**src/rtl/fifo_fwft_pkg.sv**
```systemverilog
`default_nettype none
// ============================================================================
// Module      : fifo_fwft_pkg
// Description : Shared constants for the async FIFO first-word-fall-through
//               read stage: buffer occupancy encodings and the read latency
//               of the FIFO RAM port feeding the stage.
// Revision    : 1.0 - initial release
// ============================================================================
package fifo_fwft_pkg;

    // Occupancy of the 2-entry output buffer
    localparam logic [1:0] OCC_EMPTY = 2'd0;
    localparam logic [1:0] OCC_ONE   = 2'd1;
    localparam logic [1:0] OCC_TWO   = 2'd2;

    // Cycles from fifo_rd_en_o to data valid on fifo_dout_i
    localparam int FIFO_RD_LATENCY = 1;

endpackage
`default_nettype wire

```
**src/rtl/fwft_skid_buf.sv**
```systemverilog
`default_nettype none
// ============================================================================
// Module      : fwft_skid_buf
// Description : 2-entry head/tail data register pair for the FWFT read stage.
//               A write lands in head or tail as selected by the caller; a
//               shift moves tail into head. The caller guarantees that a
//               head write and a shift never coincide.
// Ports       : clk, rst      - clock, asynchronous active-high reset
//               i_wr_en       - write i_wr_data this edge
//               i_wr_tail     - 1: write targets tail, 0: write targets head
//               i_wr_data     - word to write
//               i_shift       - copy tail into head this edge
//               o_head        - current head word (stream output data)
// Revision    : 1.0 - initial release
// ============================================================================
module fwft_skid_buf
    import fifo_fwft_pkg::*;
#(
    parameter int DATA_WIDTH = 8
) (
    input  logic                  clk,
    input  logic                  rst,
    input  logic                  i_wr_en,
    input  logic                  i_wr_tail,
    input  logic [DATA_WIDTH-1:0] i_wr_data,
    input  logic                  i_shift,
    output logic [DATA_WIDTH-1:0] o_head
);

    logic [DATA_WIDTH-1:0] r_head;
    logic [DATA_WIDTH-1:0] r_tail;

    always_ff @(posedge clk or posedge rst) begin
        if (rst) begin
            r_head <= '0;
            r_tail <= '0;
        end else begin
            if (i_shift) begin
                r_head <= r_tail;
            end
            if (i_wr_en) begin
                if (i_wr_tail) begin
                    r_tail <= i_wr_data;
                end else begin
                    r_head <= i_wr_data;
                end
            end
        end
    end

    assign o_head = r_head;

endmodule
`default_nettype wire

```
**src/rtl/async_fifo_fwft_rd_stage.sv**
```systemverilog
`default_nettype none
// ============================================================================
// Module      : async_fifo_fwft_rd_stage
// Description : Read-clock-domain output stage of the async FIFO. Turns the
//               standard-mode rd_en/empty interface (1-cycle RAM latency)
//               into a first-word-fall-through valid/ready stream, keeping
//               up to 2 words buffered so a continuously-ready consumer
//               sees 1 word per cycle.
// Ports       : rd_clk, rd_rst  - read clock, asynchronous active-high reset
//               fifo_empty_i    - FIFO empty flag
//               fifo_rd_en_o    - FIFO read strobe (data next cycle)
//               fifo_dout_i     - FIFO RAM read data
//               m_valid_o/m_ready_i/m_data_o - output stream
//               level_o         - buffered + in-flight word count
// Options     : define FWFT_STAGE_LEVEL_EN to generate the registered
//               level_o counter; otherwise level_o is tied to 0.
// Revision    : 1.0 - initial release
// ============================================================================
module async_fifo_fwft_rd_stage
    import fifo_fwft_pkg::*;
#(
    parameter int DATA_WIDTH = 8
) (
    input  logic                  rd_clk,
    input  logic                  rd_rst,
    input  logic                  fifo_empty_i,
    output logic                  fifo_rd_en_o,
    input  logic [DATA_WIDTH-1:0] fifo_dout_i,
    output logic                  m_valid_o,
    input  logic                  m_ready_i,
    output logic [DATA_WIDTH-1:0] m_data_o,
    output logic [1:0]            level_o
);

    logic [1:0]                 r_cnt;
    // One stage per cycle of RAM read latency; the oldest stage marks
    // data present on fifo_dout_i this cycle.
    logic [FIFO_RD_LATENCY-1:0] r_inflight;

    logic       w_inflight;
    logic       w_pop;
    logic [2:0] w_sum;
    logic       w_cap_head;
    logic       w_shift;

    assign w_inflight = r_inflight[FIFO_RD_LATENCY-1];
    assign m_valid_o  = (r_cnt != OCC_EMPTY);
    assign w_pop      = m_valid_o & m_ready_i;

    // 3-bit evaluation: pop implies cnt >= 1, so this never wraps.
    assign w_sum      = {1'b0, r_cnt} + {2'b00, w_inflight} - {2'b00, w_pop};

    // Issue only when the word would still fit after this edge; this is what
    // bounds occupancy to 2 and keeps a capture from coinciding with cnt==2.
    assign fifo_rd_en_o = ~rd_rst & ~fifo_empty_i & (w_sum <= {1'b0, OCC_ONE});

    // Arriving word goes to head when the buffer is (or becomes) empty.
    assign w_cap_head = (({1'b0, r_cnt} - {2'b00, w_pop}) == 3'd0);
    assign w_shift    = w_pop & (r_cnt == OCC_TWO);

    always_ff @(posedge rd_clk or posedge rd_rst) begin
        if (rd_rst) begin
            r_cnt      <= OCC_EMPTY;
            r_inflight <= '0;
        end else begin
            r_cnt      <= w_sum[1:0];
            r_inflight <= FIFO_RD_LATENCY'(fifo_rd_en_o);
        end
    end

    fwft_skid_buf #(
        .DATA_WIDTH (DATA_WIDTH)
    ) u_buf (
        .clk       (rd_clk),
        .rst       (rd_rst),
        .i_wr_en   (w_inflight),
        .i_wr_tail (~w_cap_head),
        .i_wr_data (fifo_dout_i),
        .i_shift   (w_shift),
        .o_head    (m_data_o)
    );

`ifdef FWFT_STAGE_LEVEL_EN
    // Registered cnt + inflight: next occupancy plus the read issued now.
    logic [1:0] r_level;

    always_ff @(posedge rd_clk or posedge rd_rst) begin
        if (rd_rst) begin
            r_level <= 2'd0;
        end else begin
            r_level <= w_sum[1:0] + {1'b0, fifo_rd_en_o};
        end
    end

    assign level_o = r_level;
`else
    assign level_o = 2'd0;
`endif

    a_occ_max : assert property (@(posedge rd_clk) disable iff (rd_rst)
        w_sum <= {1'b0, OCC_TWO});

endmodule
`default_nettype wire

```
**config.mk**
```make
export PLATFORM = sky130hd
export DESIGN_NAME = async_fifo_fwft_rd_stage
export DESIGN_NICKNAME = d
export VERILOG_FILES = /design/src/rtl/fifo_fwft_pkg.sv /design/src/rtl/fwft_skid_buf.sv /design/src/rtl/async_fifo_fwft_rd_stage.sv
export SDC_FILE = /design/constraint.sdc
export NUM_CORES = 1
export LEC_CHECK = 0
export ABC_AREA = 1
export CAP_MARGIN = 10
export CORE_MARGIN = 5
export CORE_UTILIZATION = 52
export CTS_CLUSTER_DIAMETER = 100
export DETAILED_ROUTE_END_ITERATION = 10
export GPL_TIMING_DRIVEN = 0
export PLACE_DENSITY_LB_ADDON = 0.1
export SKIP_CTS_REPAIR_TIMING = 1
export SYNTH_ARGS = -nofsm -noshare
export SYNTH_HDL_FRONTEND = slang
export SYNTH_SLANG_ARGS = --single-unit
export TNS_END_PERCENT = 10
```
**constraint.sdc**
```tcl
create_clock -name rd_clk -period 3.7 [get_ports rd_clk]
set_input_delay 0.37 -clock rd_clk [delete_from_list [all_inputs] [get_ports rd_clk]]
set_output_delay 0.37 -clock rd_clk [all_outputs]
set_load 0.03 [all_outputs]
```
# Word level (Yosys, flattened, before mapping)
# Index checks and enable logic that the tools add are counted.
# totals
in_bits	12
output_inout_bits	12
word_cells	22
ff_bits	19
# op_classes
n_eq_ne	1
muxes	3
n_reduce_logical	3
n_lt_le_gt_ge	1
bitwise_logic	7
addsub	3
# op_table
op	count
8-bit two-way mux	3
1-bit bitwise AND	4
2-bit by 1-bit adder with 3-bit output	1
3-bit by 1-bit <= comparator with 1-bit output (second input constant)	1
3-bit zero test	1
1-bit inverter	3
2-bit by 1-bit subtractor with 3-bit output	1
3-bit by 1-bit subtractor with 3-bit output	1
2-bit == test (second input constant)	1
2-bit AND reduction	1
2-bit nonzero test	1

# Depth between registers and ports, before layout
# Gate-level depths: netlist of the first run.
# logic_depth
word_depth	6
ltp_mapped	11
mapped_depth_nobuf	10

# By module
# Synthesis of the first run repeated with hierarchy kept, for this count alone.
# hier_totals
hier_cells	123
hier_area_um2	989.7
# by_module_without_submodules
module	seq_area_each_um2	area_per_inst_um2	n_inst	cells_per_inst
fwft_skid_buf	400.4	772.0	1	96
async_fifo_fwft_rd_stage	75.1	217.7	1	27

# Least setup slack after synthesis of the first run
# No wires, ideal clock.
# synth_path
kind	reg2out
from	register r_cnt[1]
to	output port fifo_rd_en_o
t_arrival_ps	2100
stages_incl_launch_ff	12
setup_slack_ps	1230
required_ps	3330
path_buffers	1
cell_sequence	dfrtp_1 buf_6 inv_6 nand2_8 nand2_4 or2_4 nand2_1 ha_1 fa_1 nor2_1 nand2_1 nor2_1
# synth_via
elab_chain_cells	5
elab_cells_between_ends	6
cone_classes	add/sub: 2; order compare: 1; bitwise: 2; reduce/logical: 1
# synth_rtl
item	line	source
start, declared	async_fifo_fwft_rd_stage.sv:35	logic [1:0] r_cnt;
start signal, assigned	async_fifo_fwft_rd_stage.sv:66	r_cnt <= w_sum[1:0];
2-bit nonzero test	async_fifo_fwft_rd_stage.sv:47	assign m_valid_o = (r_cnt != OCC_EMPTY);
via m_valid_o	async_fifo_fwft_rd_stage.sv:29	output logic m_valid_o,
1-bit bitwise AND	async_fifo_fwft_rd_stage.sv:48	assign w_pop = m_valid_o & m_ready_i;
3-bit by 1-bit subtractor with 3-bit output	async_fifo_fwft_rd_stage.sv:51	assign w_sum = {1'b0, r_cnt} + {2'b00, w_inflight} - {2'b00, w_pop};
via w_sum[1]	async_fifo_fwft_rd_stage.sv:42	logic [2:0] w_sum;
3-bit by 1-bit <= comparator with 1-bit output	async_fifo_fwft_rd_stage.sv:55	assign fifo_rd_en_o = ~rd_rst & ~fifo_empty_i & (w_sum <= {1'b0, OCC_ONE});
1-bit bitwise AND	async_fifo_fwft_rd_stage.sv:55	
end, declared	async_fifo_fwft_rd_stage.sv:27	output logic fifo_rd_en_o,
# The timed path passes the listed nets, and every way through them passes these cells.

# Final worst setup path of the first run
# layout_path
from	register r_inflight
to	output port fifo_rd_en_o
# layout_via
elab_chain_cells	4
# layout_rtl
item	line	source
start, declared	async_fifo_fwft_rd_stage.sv:38	logic [FIFO_RD_LATENCY-1:0] r_inflight;
start signal, assigned	async_fifo_fwft_rd_stage.sv:67	r_inflight <= FIFO_RD_LATENCY'(fifo_rd_en_o);
2-bit by 1-bit adder with 3-bit output	async_fifo_fwft_rd_stage.sv:51	
3-bit by 1-bit subtractor with 3-bit output	async_fifo_fwft_rd_stage.sv:51	
via w_sum[1]	async_fifo_fwft_rd_stage.sv:42	
3-bit by 1-bit <= comparator with 1-bit output	async_fifo_fwft_rd_stage.sv:55	
1-bit bitwise AND	async_fifo_fwft_rd_stage.sv:55	
# The timed path passes the listed nets, and every way through them passes these cells.

==> flow_metrics.tcl, run 1 <==
set metrics [dict create \
    via_count 846 \
    setup_viol 0 \
    numCtsBuffers 3 \
    drc 0 \
    avgSynthCellArea_um2 8.28 \
    worstReg2RegEnd "r_inflight" \
    yosysMostFrequentCell "nand2_1" \
    io_buffers 20 \
    grt_pass1_wl_um 3600 \
    drt_iter0_drc 22 \
    grt_max_degree 21 \
    clkLatencyLatePin_ns 0.30 \
    power_leakage_nw 0.676 \
    synth_common_cells "nand2_1, dfrtp_1, nand3_1" \
    nFillCells 172 \
    wire_per_inst_um 11.6 \
    cp.required_ns 3.33 \
    grt_antenna_before_repair 0 \
    synthArstFlopShare_pct 100 \
    seq_area_frac_synth_pct 46.7 \
    drive_gt1_share_pct 12.2 \
    pre_cts_ws_ns 0.659 \
    regArea_um2 475 \
    coreArea_mm2 0.00192 \
    areaGrowthSynthToFinish_pct 25.9 \
    cts.sinks 19 \
    wl_um 2020 \
    grt.total_usage_pct 17.2 \
    start_util_pct 53.0 \
    gr-total-overflow 0 \
    grt_pass1_vias 856 \
    setup_tns_ns 0 \
    clock_skew_ns 0.00656 \
    multiInputGateArea_um2 452 \
    hold_class "input port to flip-flop" \
    irDropWorstVdd_uv 520 \
    met1_length_um 954 \
    num_antenna_cells 0 \
    rsz0062_at_grt "no" \
    status "complete, no violations" \
    period_minus_slack_ns 3.39 \
    synth.distinct_cells 20 \
    path_clk_slew_ns 0.11 \
    placementRows 16 \
    h-tree-depth 1 \
    clockBufferDepth 2 \
    worstSetupPathType "flip-flop to primary output" \
    cp-start-kind "flip-flop" \
    hold_violations 0 \
    die-area_mm2 0.00294 \
    min_to "u_buf.o_head[1]" \
    synthCells 123 \
    wl_met3_um 103 \
    worst_slack_ns 0.311 \
    r2r-start "r_inflight" \
    die_w_um 54.3 \
    critPathMaxFanout 10 \
    pin_count 24 \
    arrival_ns 3.02 \
    slew_headroom_pct 51.1 \
    gp_congestion 0.802 \
    yosys.area.top_type "dfrtp_1" \
    via_per_inst 4.83 \
    holdCritStartpoint "m_ready_i" \
    dp_hpwl_um 1650 \
    cts_tree "yes" \
    holdPathStages 5 \
    synth_flop_cell "dfrtp_1" \
    ys_seq_elements 19 \
    synth_edf_count 0 \
    ant_nets 0 \
    ys_warn_count 0 \
    finalCritPeriodShare_pct 91.6 \
    final_util_pct 66.7 \
    die_h_um 54.3 \
    highest_layer "met4" \
    tightest_slew_ns 0.733 \
    fin_nets 163 \
    maxCapViolCount 0 \
    reg2regPathDepth 8 \
    drt-pass1-iter-count 4 \
    slew_viol_final 0 \
    worst_setup_path_end_kind "primary output" \
    root_buffer "clkbuf_4" \
    syn-cell-area_mm2 0.00102 \
    synth.area.top_cells "dfrtp_1, nand2_1, nand3_1" \
    dr_wl_met2_um 902 \
    max_freq_ghz 0.295 \
    synth.top_cell.area_share_pct 46.7 \
    power.density_mw_per_mm2 834 \
    ff2ff_setup_slack_ns 1.60 \
]
-- per-layer routing --
layer	track usage, %	vias up
met1	22.4	379
met5	0	-
met2	26.3	32
met4	9.54	0
met3	3.81	8
li1	-	427
-- placed cells by master (no fill, tap or decap) --
| cell type | count |
|---|---|
| nand2_1 | 56 |
| xnor2_1 | 1 |
| ha_1 | 1 |
| clkbuf_1 | 1 |
| inv_2 | 1 |
| nand2_4 | 4 |
| nand3_4 | 1 |
| or2_4 | 1 |
| nand2_8 | 1 |
| dfrtp_1 | 19 |
| fa_1 | 1 |
| clkdlybuf4s50_1 | 20 |
| inv_1 | 9 |
| buf_4 | 2 |
| conb_1 | 2 |
| inv_6 | 1 |
| buf_6 | 2 |
| nand3_1 | 13 |
| nor2_1 | 3 |
| nand4_1 | 4 |
| inv_4 | 1 |
| buf_2 | 1 |
| clkbuf_4 | 3 |
-- registers in the layout (all words and copies together) (netlist names) --
name / count
u_buf.o_head: 8
u_buf.r_tail: 8
r_inflight: 1
r_cnt: 2
-- worst max path at each step --
stage               startpoint           end  slack (ns)  cells past startpoint
detailed placement  r_inflight  fifo_rd_en_o        0.66                      9
finish              r_inflight  fifo_rd_en_o        0.31                      9
CTS                 r_inflight  fifo_rd_en_o        0.32                      9
global placement    r_inflight  fifo_rd_en_o        0.77                      9
global route        r_inflight  fifo_rd_en_o        0.19                      9
floorplan             r_cnt[1]  fifo_rd_en_o        1.23                     11
-- cells by family after synthesis --
kind of cell  after synthesis  share of synthesized area [%]
xor+xnor                    1                          0.860
flops                      19                           46.7
other cells                 1                          0.368
fa+ha+maj                   2                           3.19
buf+inv                    17                           9.34
simple gates               83                           39.6
-- layout make-up --
| type | count | share of cell area, % |
|---|---|---|
| well taps | 27 | 2.63 |
| repair buffers | 20 | 15.6 |
| clock buffers | 4 | 2.05 |
| flip-flops and latches | 19 | 37.1 |
| plain buffers | 5 | 3.32 |
| multi-input cells | 88 | 35.2 |
| inverters | 12 | 4.10 |
-- power by group --
group          switching (mW)  internal, mW  total, mW
Combinational           0.369         0.241      0.610
Sequential             0.0541         0.300      0.354
Clock                  0.0635        0.0420      0.106
Total                   0.487         0.583       1.07
-- stage by stage --
step	cell area (um^2)	cells	power, mW	hold WS (ns)
2_1_floorplan	1020	124	0.783	0.330
3_3_place_gp	1260	171	0.938	0.463
3_5_place_dp	1260	171	0.971	0.467
5_1_grt	1280	175	1.16	0.471
6_report	1280	175	1.07	0.438
4_1_cts	1280	175	1.08	0.440
-- critical path: stages, from the launching register on --
cell and delay, ns:
dfrtp_1 0.47, buf_2 0.21, or2_4 0.28, nand2_1 0.06, ha_1 0.17, fa_1 0.46
nor2_1 0.10, nand2_1 0.05, nor2_1 0.20, clkdlybuf4s50_1 0.70
Note: power is estimated with default switching activity, not from simulation.
==> run 2, diff against run 1 <==
Settings changed: HOLD_SLACK_MARGIN set to 0.08.
==> results of run 2 <==
The final DEF is identical to that of run 1; final timing and power are the same.
